==> src/rtl/matmult_result_drain_pkg.sv <==
// rtl/matmult_result_drain_pkg.sv - shared constants and state encoding for the matmult result drain
//
// Purpose : default widths tied to the kernel's output-width / output-address-width
//           constants, frame size derived from the kernel execution-cycle count,
//           and the COLLECT/DRAIN state encoding.
// Ports   : none (package).
// Options : MATMULT_DRAIN_SAT_EN selects the saturated output width in the build.

package matmult_result_drain_pkg;

   // Kernel-side constants (mirrors of the existing define.v values)
   localparam int OUTPUT_W      = 32;
   localparam int OUTPUT_ADDR_W = 6;
   localparam int EXECYCLE      = 70;

   // Defaults for the drain block
   localparam int DATA_W_DEF  = OUTPUT_W;
   localparam int ADDR_W_DEF  = OUTPUT_ADDR_W;
   localparam int NUM_RES_DEF = EXECYCLE - 6;
   localparam int OUT_W_DEF   = 16;

`ifdef MATMULT_DRAIN_SAT_EN
   localparam int OUT_DATA_W_DEF = OUT_W_DEF;
`else
   localparam int OUT_DATA_W_DEF = DATA_W_DEF;
`endif

   typedef enum logic {
      COLLECT = 1'b0,
      DRAIN   = 1'b1
   } drain_state_t;

   // Index width for NUM_RES-entry storage (never zero)
   function automatic int idx_width(input int depth);
      return (depth > 1) ? $clog2(depth) : 1;
   endfunction

endpackage

==> src/rtl/matmult_result_drain_if.sv <==
// rtl/matmult_result_drain_if.sv - kernel write interface and result stream interface
//
// Purpose : bundles the kernel result strobe (Wr_en/Wr_addr/C) and the outgoing
//           valid/ready result stream (Out_valid/Out_ready/Out_data/Out_last).
// matmult_result_wr_if    : master = kernel (drives Wr_en, Wr_addr, C), slave = drain.
// matmult_result_drain_if : master = drain (drives Out_valid, Out_data, Out_last),
//                           slave = host/DMA (drives Out_ready).

interface matmult_result_wr_if
   import matmult_result_drain_pkg::*;
#(
   parameter int DATA_W = DATA_W_DEF,
   parameter int ADDR_W = ADDR_W_DEF
) ();
   logic              Wr_en;
   logic [ADDR_W-1:0] Wr_addr;
   logic [DATA_W-1:0] C;

   modport master (output Wr_en, Wr_addr, C);
   modport slave  (input  Wr_en, Wr_addr, C);
endinterface

interface matmult_result_drain_if
   import matmult_result_drain_pkg::*;
#(
   parameter int DATA_W = OUT_DATA_W_DEF
) ();
   logic              Out_valid;
   logic              Out_ready;
   logic [DATA_W-1:0] Out_data;
   logic              Out_last;

   modport master (output Out_valid, Out_data, Out_last, input  Out_ready);
   modport slave  (input  Out_valid, Out_data, Out_last, output Out_ready);
endinterface

==> src/rtl/matmult_result_ram.sv <==
// rtl/matmult_result_ram.sv - simple dual-port result buffer with synchronous read
//
// Purpose : DEPTH x DATA_W storage, one write port and one registered read port.
//           The array and the read register carry no reset.
// Ports   : clk (rising edge), we/wa/wd write port, ra read address,
//           rd read data (registered, valid one edge after ra).

module matmult_result_ram
   import matmult_result_drain_pkg::*;
#(
   parameter int DATA_W = DATA_W_DEF,
   parameter int DEPTH  = NUM_RES_DEF,
   parameter int AW     = idx_width(DEPTH)
) (
   input  logic              clk,
   input  logic              we,
   input  logic [AW-1:0]     wa,
   input  logic [DATA_W-1:0] wd,
   input  logic [AW-1:0]     ra,
   output logic [DATA_W-1:0] rd
);

   logic [DATA_W-1:0] mem [DEPTH];

   always_ff @(posedge clk) begin
      if (we) begin
         mem[wa] <= wd;
      end
      rd <= mem[ra];
   end

endmodule

==> src/rtl/matmult_result_drain.sv <==
// rtl/matmult_result_drain.sv - buffers one frame of kernel results and streams it out in order
//
// Purpose : collects NUM_RES result words by address, then drains them in address
//           order over a valid/ready stream; flags out-of-range and late writes.
// Ports   : Clk, Rst (async, active high)
//           wr  (matmult_result_wr_if.slave)    : Wr_en, Wr_addr, C from the kernel
//           out (matmult_result_drain_if.master): Out_valid, Out_ready, Out_data, Out_last
//           Clr_flags in  : synchronous clear of the sticky flags
//           Busy      out : high while draining
//           Err_addr  out : sticky, write with Wr_addr >= NUM_RES
//           Err_overrun out : sticky, write dropped because the frame was draining
// Options : MATMULT_DRAIN_SAT_EN - Out_data becomes OUT_W bits, signed-saturated.

module matmult_result_drain
   import matmult_result_drain_pkg::*;
#(
   parameter int DATA_W  = DATA_W_DEF,
   parameter int ADDR_W  = ADDR_W_DEF,
`ifdef MATMULT_DRAIN_SAT_EN
   parameter int OUT_W   = OUT_W_DEF,
`endif
   parameter int NUM_RES = NUM_RES_DEF
) (
   input  logic                  Clk,
   input  logic                  Rst,
   matmult_result_wr_if.slave    wr,
   matmult_result_drain_if.master out,
   input  logic                  Clr_flags,
   output logic                  Busy,
   output logic                  Err_addr,
   output logic                  Err_overrun
);

   localparam int CNT_W = ADDR_W + 1;
   localparam int IDX_W = idx_width(NUM_RES);

   drain_state_t      state, state_nxt;
   logic [CNT_W-1:0]  fill_cnt;
   logic [NUM_RES-1:0] vbits;
   logic [ADDR_W-1:0] rd_ptr;
   logic [ADDR_W-1:0] rd_addr;
   logic              out_valid;
   logic              last_word;
   logic [DATA_W-1:0] rd_data;
   logic [IDX_W-1:0]  wr_idx;
   logic [IDX_W-1:0]  rd_idx;

   logic in_range;
   logic wr_store;
   logic wr_new;
   logic fill_done;
   logic hs;
   logic last_hs;
   logic err_addr_set;
   logic err_ovr_set;

   // ---------------------------------------------------------------
   // Write decode and handshake
   // ---------------------------------------------------------------
   always_comb begin
      in_range  = ({1'b0, wr.Wr_addr} < CNT_W'(NUM_RES));
      wr_idx    = wr.Wr_addr[IDX_W-1:0];
      wr_new    = wr_store && !vbits[wr_idx];
      fill_done = wr_new && (fill_cnt == CNT_W'(NUM_RES - 1));
      last_word = out_valid && (rd_ptr == ADDR_W'(NUM_RES - 1));
      hs        = out_valid && out.Out_ready;
      last_hs   = hs && last_word;
      // Prefetch the next word on a handshake so the stream has no bubble;
      // after the final word the pointer is not advanced past the frame.
      rd_addr   = (hs && !last_word) ? rd_ptr + ADDR_W'(1) : rd_ptr;
      rd_idx    = rd_addr[IDX_W-1:0];
   end

   // ---------------------------------------------------------------
   // FSM: state register / next state / outputs
   // ---------------------------------------------------------------
   always_ff @(posedge Clk or posedge Rst) begin
      if (Rst) begin
         state <= COLLECT;
      end else begin
         state <= state_nxt;
      end
   end

   always_comb begin
      state_nxt = state;
      case (state)
         COLLECT: if (fill_done) state_nxt = DRAIN;
         DRAIN:   if (last_hs)   state_nxt = COLLECT;
         default:                state_nxt = COLLECT;
      endcase
   end

   always_comb begin
      Busy         = 1'b0;
      wr_store     = 1'b0;
      err_addr_set = 1'b0;
      err_ovr_set  = 1'b0;
      case (state)
         COLLECT: begin
            wr_store     = wr.Wr_en && in_range;
            err_addr_set = wr.Wr_en && !in_range;
         end
         DRAIN: begin
            Busy        = 1'b1;
            // Covers the final-handshake cycle too: the frame is still draining.
            err_ovr_set = wr.Wr_en;
         end
         default: ;
      endcase
   end

   // ---------------------------------------------------------------
   // Fill tracking and read pointer
   // ---------------------------------------------------------------
   always_ff @(posedge Clk or posedge Rst) begin
      if (Rst) begin
         fill_cnt  <= '0;
         vbits     <= '0;
         rd_ptr    <= '0;
         out_valid <= 1'b0;
      end else begin
         case (state)
            COLLECT: begin
               out_valid <= 1'b0;
               rd_ptr    <= '0;
               if (wr_new) begin
                  vbits[wr_idx] <= 1'b1;
                  fill_cnt      <= fill_cnt + CNT_W'(1);
               end
            end
            DRAIN: begin
               if (last_hs) begin
                  out_valid <= 1'b0;
                  rd_ptr    <= '0;
                  fill_cnt  <= '0;
                  vbits     <= '0;
               end else begin
                  // First DRAIN cycle issues the read of word 0; valid follows.
                  out_valid <= 1'b1;
                  if (hs) begin
                     rd_ptr <= rd_ptr + ADDR_W'(1);
                  end
               end
            end
            default: ;
         endcase
      end
   end

   // ---------------------------------------------------------------
   // Sticky flags: a new error wins over a simultaneous clear
   // ---------------------------------------------------------------
   always_ff @(posedge Clk or posedge Rst) begin
      if (Rst) begin
         Err_addr    <= 1'b0;
         Err_overrun <= 1'b0;
      end else begin
         if (err_addr_set)   Err_addr <= 1'b1;
         else if (Clr_flags) Err_addr <= 1'b0;
         if (err_ovr_set)    Err_overrun <= 1'b1;
         else if (Clr_flags) Err_overrun <= 1'b0;
      end
   end

   // ---------------------------------------------------------------
   // Result buffer
   // ---------------------------------------------------------------
   matmult_result_ram #(
      .DATA_W (DATA_W),
      .DEPTH  (NUM_RES),
      .AW     (IDX_W)
   ) u_ram (
      .clk (Clk),
      .we  (wr_store),
      .wa  (wr_idx),
      .wd  (wr.C),
      .ra  (rd_idx),
      .rd  (rd_data)
   );

   // ---------------------------------------------------------------
   // Output stream; data is forced to zero whenever nothing is presented
   // ---------------------------------------------------------------
   assign out.Out_valid = out_valid;
   assign out.Out_last  = last_word;

`ifdef MATMULT_DRAIN_SAT_EN
   localparam logic signed [DATA_W-1:0] SAT_MAX = DATA_W'((64'sd1 <<< (OUT_W - 1)) - 64'sd1);
   localparam logic signed [DATA_W-1:0] SAT_MIN = ~SAT_MAX;

   logic [OUT_W-1:0] sat_data;

   always_comb begin
      if ($signed(rd_data) > SAT_MAX) begin
         sat_data = {1'b0, {(OUT_W - 1){1'b1}}};
      end else if ($signed(rd_data) < SAT_MIN) begin
         sat_data = {1'b1, {(OUT_W - 1){1'b0}}};
      end else begin
         sat_data = rd_data[OUT_W-1:0];
      end
   end

   assign out.Out_data = out_valid ? sat_data : '0;
`else
   assign out.Out_data = out_valid ? rd_data : '0;
`endif

endmodule

==> src/flat_wrapper.sv <==
// flat-port wrapper written by rule: the top's interface ports become plain ports
module matmult_result_drain_flat import matmult_result_drain_pkg::*;
#(
   parameter int DATA_W  = DATA_W_DEF,
   parameter int ADDR_W  = ADDR_W_DEF,

   parameter int NUM_RES = NUM_RES_DEF
)
  (Clk, Rst, Clr_flags, Busy, Err_addr, Err_overrun, wr_Wr_en, wr_Wr_addr, wr_C, out_Out_valid, out_Out_data, out_Out_last, out_Out_ready);
  matmult_result_wr_if #(.DATA_W(DATA_W), .ADDR_W(ADDR_W)) wr_i ();
  matmult_result_drain_if #(.DATA_W(DATA_W)) out_i ();
  input  logic Clk;
  input  logic Rst;
  input  logic Clr_flags;
  output logic Busy;
  output logic Err_addr;
  output logic Err_overrun;
  input wire logic [$bits(wr_i.Wr_en)-1:0] wr_Wr_en;
  input wire logic [$bits(wr_i.Wr_addr)-1:0] wr_Wr_addr;
  input wire logic [$bits(wr_i.C)-1:0] wr_C;
  output wire logic [$bits(out_i.Out_valid)-1:0] out_Out_valid;
  output wire logic [$bits(out_i.Out_data)-1:0] out_Out_data;
  output wire logic [$bits(out_i.Out_last)-1:0] out_Out_last;
  input wire logic [$bits(out_i.Out_ready)-1:0] out_Out_ready;
  assign wr_i.Wr_en = wr_Wr_en;
  assign wr_i.Wr_addr = wr_Wr_addr;
  assign wr_i.C = wr_C;
  assign out_Out_valid = out_i.Out_valid;
  assign out_Out_data = out_i.Out_data;
  assign out_Out_last = out_i.Out_last;
  assign out_i.Out_ready = out_Out_ready;
  matmult_result_drain #(.DATA_W(DATA_W), .ADDR_W(ADDR_W), .NUM_RES(NUM_RES)) u_core (.Clk(Clk), .Rst(Rst), .wr(wr_i), .out(out_i), .Clr_flags(Clr_flags), .Busy(Busy), .Err_addr(Err_addr), .Err_overrun(Err_overrun));
endmodule
==> config.mk <==
export PLATFORM = sky130hd
export DESIGN_NAME = matmult_result_drain_flat
export DESIGN_NICKNAME = d
export VERILOG_FILES = /design/src/rtl/matmult_result_drain_pkg.sv /design/src/rtl/matmult_result_drain_if.sv /design/src/rtl/matmult_result_ram.sv /design/src/rtl/matmult_result_drain.sv /design/src/flat_wrapper.sv
export SDC_FILE = /design/constraint.sdc
export NUM_CORES = 2
export LEC_CHECK = 0
export ABC_AREA = 1
export CAP_MARGIN = 30
export CORE_MARGIN = 8
export CORE_UTILIZATION = 55
export DETAILED_ROUTE_END_ITERATION = 12
export DONT_BUFFER_PORTS = 1
export PLACE_DENSITY = 0.7
export SLEW_MARGIN = 0
export SYNTH_ARGS = -nofsm -noshare
export SYNTH_HDL_FRONTEND = slang
export SYNTH_SLANG_ARGS = --single-unit
==> constraint.sdc <==
create_clock -name Clk -period 4.65 [get_ports Clk]
set_input_delay 0.6975 -clock Clk [delete_from_list [all_inputs] [get_ports Clk]]
set_output_delay 0.6975 -clock Clk [all_outputs]
set_load 0.03 [all_outputs]
==> results.md <==
* Crit share post-route at slightly above 80%
* Crit path DAT at ~4.5 ns
* Clock-pin slew on the worst setup and hold paths at 0.06 ns
* First-pass GRT wire length at between 300 and 400 mm
* IO Count at 80
* Pins Over Slew Limit at 0
* Post-route ant nets at 0
* Die height at between 400 and 500 um
* Port Buffer Count at 0
* Critical path fanouts, max at 56
* Clock latency on the worst-skew pair at ~0.86 ns
* Actual slew at the worst max-slew pin at around 1.1 ns
* Layout fillers at 13180
* Netlist cell types at 33
* Post-CTS Hold Buffers at 38
* DR WL/cell at 24.13 um
* Share of cells above drive strength 1 at a little over 7%
* Reg-to-reg critical path startpoint: u_core.rd_ptr[0]$_DFFE_PP0P_
* Htree depth at 4
* Worst Setup End Kind: register
* Pleak at approximately 0.042 uW
* Final Setup Violations at 0
* TritonCTS clock tree: yes
* Vias at approximately 67000
* Layout Nets at ~8600
* Min Tclk post-route at between 3 and 4 ns
* Rows at 153
* Vias in the first global route at approximately 64000
* Congestion Overflow GR at 0
* Syn_nets at slightly below 9000
* Power Dens Cells at a little over 400 nW/um^2
* Cell area after synthesis at 95590 um^2
* Worst EP required at roughly 5.4 ns
* Unrepaired setup endpoints after global routing: no
* Flops & latches, synth at 2160
* Core Box Area at around 170000 um^2
* Max-cap viol count at 0
* Area leader, netlist: edfxtp_1
* Startpoint Class: register
* Longest Clk Path Bufs at 3
* HP Start: out_Out_ready
* Final Skew at 0.02250 ns
* CP bufs+invs at 2
* Critical path, cell by cell: ha_1 -> nand2_2 -> nor2_4 -> nand3_4 -> nand2_4 -> nand2_8 -> nand2_8 -> buf_12 -> buf_4 -> nand2_1 -> nand3_1 -> nand3_1 -> nand3_1 -> nand3_1 -> nand3_1 -> nand2_1
* Initial DRC Count at 8965
* Sequential area share after synthesis at 67.10%
* Post-CTS resize count at 0
* Ant. Diodes at 0
* CP top delay family: simple AND/OR/NAND/NOR gates
* Final hold vios at 0
* RD Place Congestion at roughly 0.87
* Area Overhead vs Synth at 11.62%
* Multi-input logic area at 24350 um^2
* FMAX at 0.2631 GHz
* Synth Warn # at 0
* Die Area at 187400 um^2
* Slowest stage delay, CP at about 0.43 ns
* Hold slack final at roughly 0.18 ns
* CTS sink count at about 2200
* Initial Util at 55.18%
* Worst setup path startpoint: u_core.rd_ptr[0]$_DFFE_PP0P_
* Synth top area share at about 64%
* Via-to-Cell Ratio at between 6 and 7
* Worst VDD drop at ~0.36 mV
* Final WL at between 200 and 300 mm
* Worst Setup Path Type: register to register
* Clock root buffer: clkbuf_16
* Mapped Avg Cell Area at between 10 and 15 um^2
* Mapped Cells at between 8000 and 9000
* First-pass DRT Iterations at 8
* Num CTS Buffers at about 210
* Post-DP HPWL at approximately 140 mm
* Die X at around 430 um
* Top post-synthesis cells by area: edfxtp_1 (64%), nand3_1 (12%), nand3b_1 (6.0%)
* DRC viols at 0
* TNS Setup at 0 ns
* Most common cell on crit path: nand3_1
* Status: finished, final reports clean
* Initial antenna violation count at 3
* Max-slew headroom at 25.78%
* Gr usage total at 27.85%
* Post-CTS setup buffer count at 0
* Sequential cell area at ~64000 um^2
* Largest net degree at the start of global routing at 182
* Max stage delay cell, worst path: dfrtp_1
* Tightest Hold Check Type: input pin to register
## cell families after synthesis
logic type / Yosys count / share of synthesized area (%)
adder cells (fa/ha/maj): 2 / 0.02617
other: 1 / 0.003923
flip-flops: 2160 / 67.10
XOR/XNOR: 7 / 0.06414
AND/OR/NAND/NOR: 4592 / 24.12
buffers and inverters: 1886 / 8.000
AO/OA/AOI/OAI: 115 / 0.6859
## routing by layer
metal / wire length (um) / part of all wire, % / vias to the layer above / track usage [%]
met2: 125400 / 47 / 3811 / 44.98
met5: 0 / 0 / - / 0
met1: 104000 / 39 / 32590 / 37.92
met3: 27220 / 10 / 666 / 4.600
met4: 11500 / 4.3 / 0 / 11.34
li1: - / - / 29660 / -
## stage by stage
stage | setup WS, ns | total power (uW) | instance area, um^2 | util [%] | instances
final | 0.8494 | 43670 | 106700 | 61.59 | 11110
after CTS | 0.9263 | 43740 | 106600 | 61.56 | 11110
after global routing | 0.6462 | 44930 | 106700 | 61.59 | 11110
after global placement | 1.049 | 25770 | 98420 | 56.81 | 10660
after floorplan | 0.3469 | 24730 | 95590 | - | 8763
after detailed placement | 0.9220 | 25850 | 98450 | 56.83 | 10670
## worst paths after layout
check,end,slack [ns],cells past startpoint
min in group asynchronous,u_core.Err_overrun$_DFFE_PP0P_,0.38,2
min,u_core.rd_ptr[2]$_DFFE_PP0P_,0.18,3
max,u_core.u_ram.rd[9]$_DFF_P_,0.85,16
max reg2reg,u_core.u_ram.rd[9]$_DFF_P_,0.85,16
min reg2reg,u_core.vbits[40]$_DFFE_PP0P_,0.51,2
max in group asynchronous,u_core.vbits[36]$_DFFE_PP0P_,3.11,3
## cells in the final DEF, fill, tap and decap left out, types with 3 or more instances in the layout
| cell type | instances |
|---|---|
| clkinvlp_4 | 9 |
| clkinv_16 | 3 |
| nand2_2 | 4 |
| clkinv_2 | 45 |
| inv_1 | 1273 |
| inv_6 | 5 |
| dlygate4sd3_1 | 5 |
| clkbuf_8 | 18 |
| a22oi_1 | 10 |
| clkinv_1 | 30 |
| o21ai_0 | 7 |
| bufinv_16 | 25 |
| nand3_1 | 2267 |
| inv_16 | 3 |
| buf_4 | 116 |
| dfrtp_1 | 78 |
| buf_12 | 69 |
| buf_16 | 33 |
| nor3_1 | 11 |
| clkbuf_16 | 218 |
| nand4_1 | 4 |
| xor2_1 | 7 |
| nor3_2 | 3 |
| nand3b_1 | 766 |
| clkbuf_1 | 53 |
| dfxtp_1 | 32 |
| nand2_1 | 1447 |
| nor2_1 | 18 |
| nor2_4 | 63 |
| edfxtp_1 | 2048 |
| o22ai_1 | 19 |
| o21ai_4 | 5 |
| a21oi_1 | 71 |
## Yosys cell counts
master,n
a21boi_0,1
a21oi_1,72
a22oi_1,10
buf_1,45
buf_2,334
buf_4,16
buf_6,12
clkbuf_1,199
conb_1,1
dfrtp_1,80
dfxtp_1,32
edfxtp_1,2048
ha_1,2
inv_1,1275
inv_2,5
nand2_1,1447
nand2_2,5
nand2_4,3
nand3_1,2268
nand3_2,1
nand3_4,2
nand3b_1,766
nand4_1,4
nor2_1,80
nor2_4,1
nor3_1,14
o211ai_1,1
o21ai_0,9
o21ai_2,1
o21ai_4,2
o22ai_1,19
or2_2,1
xor2_1,7
## power breakdown
| group | switching, uW | internal (uW) |
|---|---|---|
| Combinational | 2890 | 1160 |
| Sequential | 259 | 21600 |
| Clock | 7460 | 10300 |
| Total | 10600 | 33100 |
## layout make-up
type,count,share of cell area (%)
clock buffer,289,5.532
clock inverter,118,1.270
inverter,1280,4.522
multi-input combinational,4717,22.82
sequential,2160,60.12
tap,2325,2.726
timing repair buffer,223,3.009
## state kept, by name, indices dropped and copies added (netlist names)
name                  cells
u_core.Err_overrun        1
u_core.fill_cnt           7
u_core.out.Out_valid      1
u_core.rd_ptr             6
u_core.state              1
u_core.u_ram.mem       2048
u_core.u_ram.rd          32
u_core.vbits             64
## tightest hold or removal path, delay by kind of cell
family          cells  cell delay (ns)
compound gates      1             0.07
simple gates        2             0.19
(Power assumes the default switching activity.)
